**config.mk**
```make
export PLATFORM = sky130hd
export DESIGN_NAME = serial_subtractor_fsm
export DESIGN_NICKNAME = d
export VERILOG_FILES = /design/src/rtl/serial_subtractor_fsm.sv
export SDC_FILE = /design/constraint.sdc
export NUM_CORES = 1
export LEC_CHECK = 0
export CORE_UTILIZATION = 55
export CTS_CLUSTER_DIAMETER = 100
export CTS_CLUSTER_SIZE = 10
export DETAILED_ROUTE_END_ITERATION = 16
export PLACE_DENSITY = 0.82
export SETUP_SLACK_MARGIN = 0.4
export SYNTH_ARGS = -nofsm -noshare
export SYNTH_HDL_FRONTEND = slang
export SYNTH_SLANG_ARGS = --single-unit
```
**constraint.sdc**
```tcl
create_clock -name clock -period 4.3 [get_ports clock]
set_clock_uncertainty 0.2 [all_clocks]
set_input_delay 0.86 -clock clock [delete_from_list [all_inputs] [get_ports clock]]
set_output_delay 0.86 -clock clock [all_outputs]
set_load 0.05 [all_outputs]
```
**src/rtl/serial_subtractor_fsm.sv**
```systemverilog
// Bit-serial two's-complement subtractor: one full-adder cell computes a + ~b + 1
// LSB first, one bit per clock, behind a start/done handshake.
module serial_subtractor_fsm #(
   parameter int WIDTH = 32
) (
   input  logic             clock,
   input  logic             reset_n,
   input  logic             start,
   input  logic [WIDTH-1:0] a,
   input  logic [WIDTH-1:0] b,
   output logic             busy,
   output logic             done,
   output logic [WIDTH-1:0] diff,
   output logic             borrow_out,
   output logic             overflow
);

   localparam int CNT_W = (WIDTH > 2) ? $clog2(WIDTH) : 1;
   localparam logic [CNT_W-1:0] LAST = CNT_W'(WIDTH - 1);

   typedef enum logic [1:0] {IDLE, RUN, DONE} state_t;

   state_t           state;
   state_t           next_state;
   logic             accept;
   logic             last;

   logic [WIDTH-1:0] sh_a;
   logic [WIDTH-1:0] sh_b;
   logic [WIDTH-2:0] sh_d;
   logic [WIDTH-1:0] next_d;
   logic [CNT_W-1:0] count;
   logic             carry;
   logic             a_msb;
   logic             b_msb;
   logic             cell_s;
   logic             cell_c;

   function automatic logic [1:0] full_add(input logic x, input logic y, input logic c);
      full_add = {(x & y) | (x & c) | (y & c), x ^ y ^ c};
   endfunction

   always_ff @(posedge clock or negedge reset_n) begin
      if (!reset_n) state <= IDLE;
      else          state <= next_state;
   end

   always_comb begin
      next_state = state;
      busy       = 1'b0;
      done       = 1'b0;
      accept     = 1'b0;
      last       = (count == LAST);
      case (state)
         IDLE: begin
            if (start) begin
               accept     = 1'b1;
               next_state = RUN;
            end
         end
         RUN: begin
            busy = 1'b1;
            if (last) next_state = DONE;
         end
         DONE: begin
            done       = 1'b1;
            next_state = IDLE;
         end
         default: next_state = IDLE;
      endcase
   end

   // Subtraction is addition of the inverted subtrahend with the carry seeded to 1.
   assign {cell_c, cell_s} = full_add(sh_a[0], ~sh_b[0], carry);
   assign next_d           = {cell_s, sh_d};

   always_ff @(posedge clock or negedge reset_n) begin
      if (!reset_n) begin
         sh_a       <= '0;
         sh_b       <= '0;
         sh_d       <= '0;
         count      <= '0;
         carry      <= 1'b0;
         a_msb      <= 1'b0;
         b_msb      <= 1'b0;
         diff       <= '0;
         borrow_out <= 1'b0;
         overflow   <= 1'b0;
      end else if (accept) begin
         sh_a  <= a;
         sh_b  <= b;
         sh_d  <= '0;
         count <= '0;
         carry <= 1'b1;
         a_msb <= a[WIDTH-1];
         b_msb <= b[WIDTH-1];
      end else if (state == RUN) begin
         sh_a  <= sh_a >> 1;
         sh_b  <= sh_b >> 1;
         sh_d  <= next_d[WIDTH-1:1];
         count <= count + 1'b1;
         carry <= cell_c;
         // Visible results change only on the final bit so diff never shows partial shifts.
         if (last) begin
            diff       <= next_d;
            borrow_out <= ~cell_c;
            overflow   <= (a_msb != b_msb) && (cell_s != a_msb);
         end
      end
   end

endmodule

```
==> flow_summary.json <==
{
  "cp.required_ps": 3240,
  "syn_nets": 593,
  "die_w_um": 107,
  "hold_viol_final": 0,
  "hp-class": "in2async",
  "max_freq_mhz": 295,
  "worstSetupEndpointType": "output port",
  "place_congestion": 0.761,
  "die_h_um": 107,
  "drt-vias-per-instance": 5.87,
  "start_kind": "register",
  "wl_mm": 13.0,
  "clk_path_buf_depth": 2,
  "numCtsBuffers": 17,
  "finalPower_mw": 5.62,
  "async_reset_ff_share_pct": 100,
  "worstSetupPathType": "reg2out",
  "grt_pass1_vias": 4328,
  "leakagePower_nw": 3.40,
  "synth_cell_types": 30,
  "ys_seq_elements": 139,
  "fillCellCount": 737,
  "cts_tree": "done",
  "drt_iter0_markers": 345,
  "finalSetupViolCount": 0,
  "worst_pin_slew_ps": 1060,
  "drv_cap": 0,
  "post_cts_buffers": 0,
  "clock_sinks": 139,
  "htreeDepth": 4,
  "p_per_area_mw_per_mm2": 728,
  "ys.flop_type": "dfrtp_1",
  "slowest_stage": "clkdlybuf4s50_1",
  "grt_overflow_total": 0,
  "irDropWorstVdd_uv": 539,
  "clock-root-buffer": "clkbuf_8",
  "insertion_delay_ps": 510,
  "drt-pass1-iter-count": 5,
  "routedWlPerCell_um": 17.2,
  "rsz0062_at_grt": "no",
  "whs_ps": 267,
  "dieArea_mm2": 0.0114,
  "slew-limit-headroom_pct": 29.2,
  "post-route-drc-count": 0,
  "netlist_area_mm2": 0.00604,
  "drtAntennaViolNets": 0,
  "clk_pin_slew_ps": 60,
  "status": "completed",
  "grt_pass1_wl_mm": 21.5,
  "syn_avg_cell_area_um2": 11.5,
  "place_hpwl_mm": 7.88,
  "slew_viol_final": 0,
  "setup_tns_ps": 0,
  "synth-edff-count": 0,
  "cts_hold_buf": 0,
  "critPathArrivalTime_ps": 2330,
  "pin_count": 103,
  "vias": 4448,
  "antenna_cells": 0,
  "cts_resized": 0,
  "initial_core_util_pct": 57.7,
  "core-area_mm2": 0.0105,
  "io_buffers": 102,
  "postLayoutCoreUtil_pct": 73.7,
  "antenna_found_initial": 0,
  "seq_area_frac_synth_pct": 57.6,
  "layout-drive-gt1-share_pct": 12.5,
  "critPathMaxFanout": 28,
  "layout_common_cells": "dfrtp_1, clkdlybuf4s50_1, o21ai_0",
  "period_share_pct": 78.7,
  "crit_path_max_incr_delay_ps": 810,
  "min_period_ps": 3390,
  "postSynthCellCount": 523,
  "grt_max_degree": 119,
  "rows": 37,
  "ys_warn_count": 0,
  "fin_nets": 680,
  "crit_chain": "nand2b_1, inv_2, clkdlybuf4s50_1",
  "layout_commonest_cell": "dfrtp_1",
  "grtUsageTotal_pct": 24.0,
  "area_growth_syn_to_layout_pct": 27.7
}
[synth_stat cells, types with 2 or more instances]
cell type | count | area, um2
nand2_1 | 27 | 101
buf_2 | 20 | 100
mux2_2 | 9 | 101
a22oi_1 | 61 | 458
dfrtp_1 | 139 | 3480
a31oi_1 | 2 | 12.5
a21oi_1 | 46 | 230
a22o_1 | 33 | 289
mux2_4 | 20 | 300
o21ai_0 | 69 | 345
inv_1 | 3 | 11.3
ha_1 | 2 | 25.0
mux2_1 | 5 | 56.3
buf_6 | 3 | 33.8
nor2b_1 | 49 | 307
clkbuf_1 | 21 | 78.8
[cell type report]
type / instances / area [um2] / area share (%)
flip-flops and latches: 139 / 3480 / 45.1
multi-input cells: 335 / 2340 / 30.4
repair buffers: 113 / 1100 / 14.3
clock buffers: 19 / 432 / 5.60
clock inverters: 12 / 173 / 2.24
well taps: 136 / 170 / 2.21
inverters: 4 / 15.0 / 0.195
[flip-flops by register name, summed over array words and instances, names as in the netlist]
register    flops
diff           32
state           2
overflow        1
sh_a           32
count           5
carry           1
sh_d           31
b_msb           1
sh_b           32
borrow_out      1
a_msb           1
[worst max-delay path, delay by kind of cell, from the launching register on]
| kind | cells | cell delay (ps) |
|---|---|---|
| and+or+nand+nor | 1 | 230 |
| buffers and inverters | 2 | 920 |
| DFF | 1 | 660 |
[per-stage QoR]
| step | cells | setup slack, ps | cell area [um2] |
|---|---|---|---|
| after floorplan | 523 | 1650 | 6040 |
| after global placement | 727 | 1500 | 7110 |
| after detailed placement | 727 | 1480 | 7110 |
| after CTS | 758 | 911 | 7710 |
| after global routing | 758 | 809 | 7710 |
| final | 758 | 915 | 7710 |
[power breakdown]
| group | switching, mW | internal (mW) | leakage (nW) |
|---|---|---|---|
| Clock | 0.531 | 0.951 | 0.293 |
| Combinational | 1.06 | 0.852 | 1.28 |
| Sequential | 0.400 | 1.83 | 1.83 |
| Total | 1.99 | 3.63 | 3.40 |
[path summary, 6_finish.rpt]
kind / startpoint / to / slack (ps) / cells after the start
hold / removal: reset_n / diff[19] / 270 / 1
setup / recovery: state[0] / busy / 910 / 3
max in group asynchronous: reset_n / diff[10] / 2790 / 2
setup reg to reg: count[0] / diff[3] / 1900 / 6
min in group clock: sh_b[5] / sh_b[5] / 280 / 2
hold reg to reg: sh_b[5] / sh_b[5] / 280 / 2
[per-layer routing]
layer / track usage [%] / vias to the layer above / wire, um
met5: 0 / - / 0
met4: 6.95 / 0 / 149
met3: 5.23 / 16 / 530
met2: 36.2 / 127 / 6230
met1: 35.2 / 2226 / 6110
li1: - / 2079 / -
[cells by family (layout without fill, tap and decap cells)]
group | after synthesis | in the layout | share of synthesized area (%)
AOI/OAI and AO/OA | 215 | 215 | 22.7
DFF | 139 | 139 | 57.6
and+or+nand+nor | 83 | 83 | 7.50
buffers and inverters | 49 | 148 | 3.89
muxes | 34 | 34 | 7.58
adders and majority gates | 3 | 3 | 0.746
Note: power is estimated with default switching activity, not from simulation.
==> edit, RTL diff (same settings) <==
Re-encode `state_t` (3 states) as one-hot, 3 bits wide.
--- a/src/rtl/serial_subtractor_fsm.sv
+++ b/src/rtl/serial_subtractor_fsm.sv
@@ -20,3 +20,3 @@
 
-   typedef enum logic [1:0] {IDLE, RUN, DONE} state_t;
+   typedef enum logic [2:0] {IDLE = 3'b001, RUN = 3'b010, DONE = 3'b100} state_t;
 
Check against the original RTL: same outputs for any inputs over 10 cycles, from zero or initial values and one cycle with reset_n low; not proved beyond that.
==> edit against the original RTL <==
- wire length is 9.3% lower
- synthesized area down 6.2%
- global-route usage barely moved
- cell count fell by 6.3%
- synthesized cell count down 8.6%
- sequential cell count up 1
- maximum frequency decreased by 1.8%
- count of clock-buffer cells in the layout decreased by 1
- worst setup slack lost 0.063 ns
- power decreased by 23%
- final area down 5.0%
- sequential power is 17% lower
- via count decreased by 7.6%
==> edit: results (changes against the original RTL) <==
yosys_warnings: 0  # unchanged
path_clk_slew_ns: 0.06  # about the same
nets: 634  # was 680
via_per_inst: 5.79  # was 5.87
async_flop_share_pct: 100  # unchanged
drt-initial-drc-count: 272  # was 345
synth.distinct_cells: 34  # was 30
grt_pass1_wl_um: 19400  # was 21500 um
hold_path_class: "flip-flop to flip-flop"  # was input pin to async pin
dpl_cell_area_sq_um: 6720  # was 7110 sq um
slew_headroom_pct: 27.7  # was 29.2%
critPathRequiredTime_ns: 3.24  # about the same
yosys-top-cells-area: "dfrtp_1 (61%), a22oi_1 (7.6%), mux2_2 (6.4%)"  # was dfrtp_1 (58%), a22oi_1 (7.6%), o21ai_0 (5.7%)
drt-total-wl_um: 11800  # was 13000 um
n_antenna_cell: 0  # unchanged
seq_area_frac_synth_pct: 61.9  # was 57.6%
vdd_drop_max_v: 0.000348  # was 0.000539 V
leakagePower_nw: 3.52  # was 3.40 nW
syn_avg_cell_area_sq_um: 11.9  # was 11.5 sq um
instances_no_fill: 710  # was 758
clock_latency_ns: 0.51  # about the same
drive_above_1_share_pct: 13.3  # was 12.5%
dpl.hpwl_um: 6770  # was 7880 um
grt_usage_pct: 24.1  # was 24.0%
synth_nets: 548  # was 593
post_cts_buffers: 0  # unchanged
fill_cells: 638  # was 737
grt_pass1_vias: 3957  # was 4328
routabilityCongestion: 0.761  # about the same
outcome: "finished, final reports clean"  # unchanged
ctsResizeCount: 0  # unchanged
synthTopCellsByCount: "dfrtp_1 (139), nand2_1 (74), nand3_1 (60), a22oi_1 (57)"  # was dfrtp_1 (139), o21ai_0 (69), a22oi_1 (61), nor2b_1 (49), a21oi_1 (46)
path_max_fanout: 100  # was 28
rr_worst_depth: 6  # unchanged
ys.flop_type: "dfrtp_1"  # unchanged
grt_max_degree: 127  # was 119
htree_levels: 4  # unchanged
placed_cells_incl_taps: 678  # was 727
## edit: power by group
group	total, mW	internal, mW	switching, mW
clock	1.47	0.896	0.573
combinational	1.00	0.387	0.615
sequential	1.85	1.65	0.197
## edit: critical path, cell delays in order, from the launching register on
cell,delay [ns]
dfrtp_1,0.47
or3b_2,0.56
clkinv_8,0.35
dlymetal6s2s_1,0.48
## edit: final timing paths
check | startpoint | endpoint | slack, ns
min reg2reg | count[3]$_DFFE_PN0P_ | count[3]$_DFFE_PN0P_ | 0.29
max reg2reg | count[0]$_DFFE_PN0P_ | diff[5]$_DFFE_PN0P_ | 1.98
max in group asynchronous | reset_n | sh_b[23]$_DFFE_PN0P_ | 2.71
max | state[1]$_DFFE_PN0P_ | busy | 0.85
min in group asynchronous | reset_n | diff[25]$_DFFE_PN0P_ | 0.33
min | count[3]$_DFFE_PN0P_ | count[3]$_DFFE_PN0P_ | 0.29
## edit: cell type report
type	instances	area [sq um]	area share, %
Timing Repair Buffer	108	1070	14.6
Sequential cell	140	3500	47.8
Clock inverter	14	184	2.51
Clock buffer	18	418	5.70
Multi-Input combinational cell	293	1960	26.7
Tap cell	133	166	2.27
Inverter	4	27.5	0.376
## edit: kinds of logic after synthesis
logic type,share of synthesized area [%]
AND/OR/NAND/NOR,12.3
AO/OA/AOI/OAI,14.3
multiplexers,6.54
flip-flops,61.9
adder cells (fa/ha/maj),0.795
buffers and inverters,4.26
## edit: metrics by stage
stage,worst slack (ns),utilization [%]
after floorplan,1.69,-
after CTS,0.427,74.2
final,0.852,74.3
after global placement,1.04,68.1
after detailed placement,1.01,68.1
after global routing,0.745,74.3
## edit: per-layer routing
layer  wire (um)  track usage (%)
met1        5140             33.4
met3         608             6.92
met2        5910             37.0
met4         143             7.58
met5           0                0
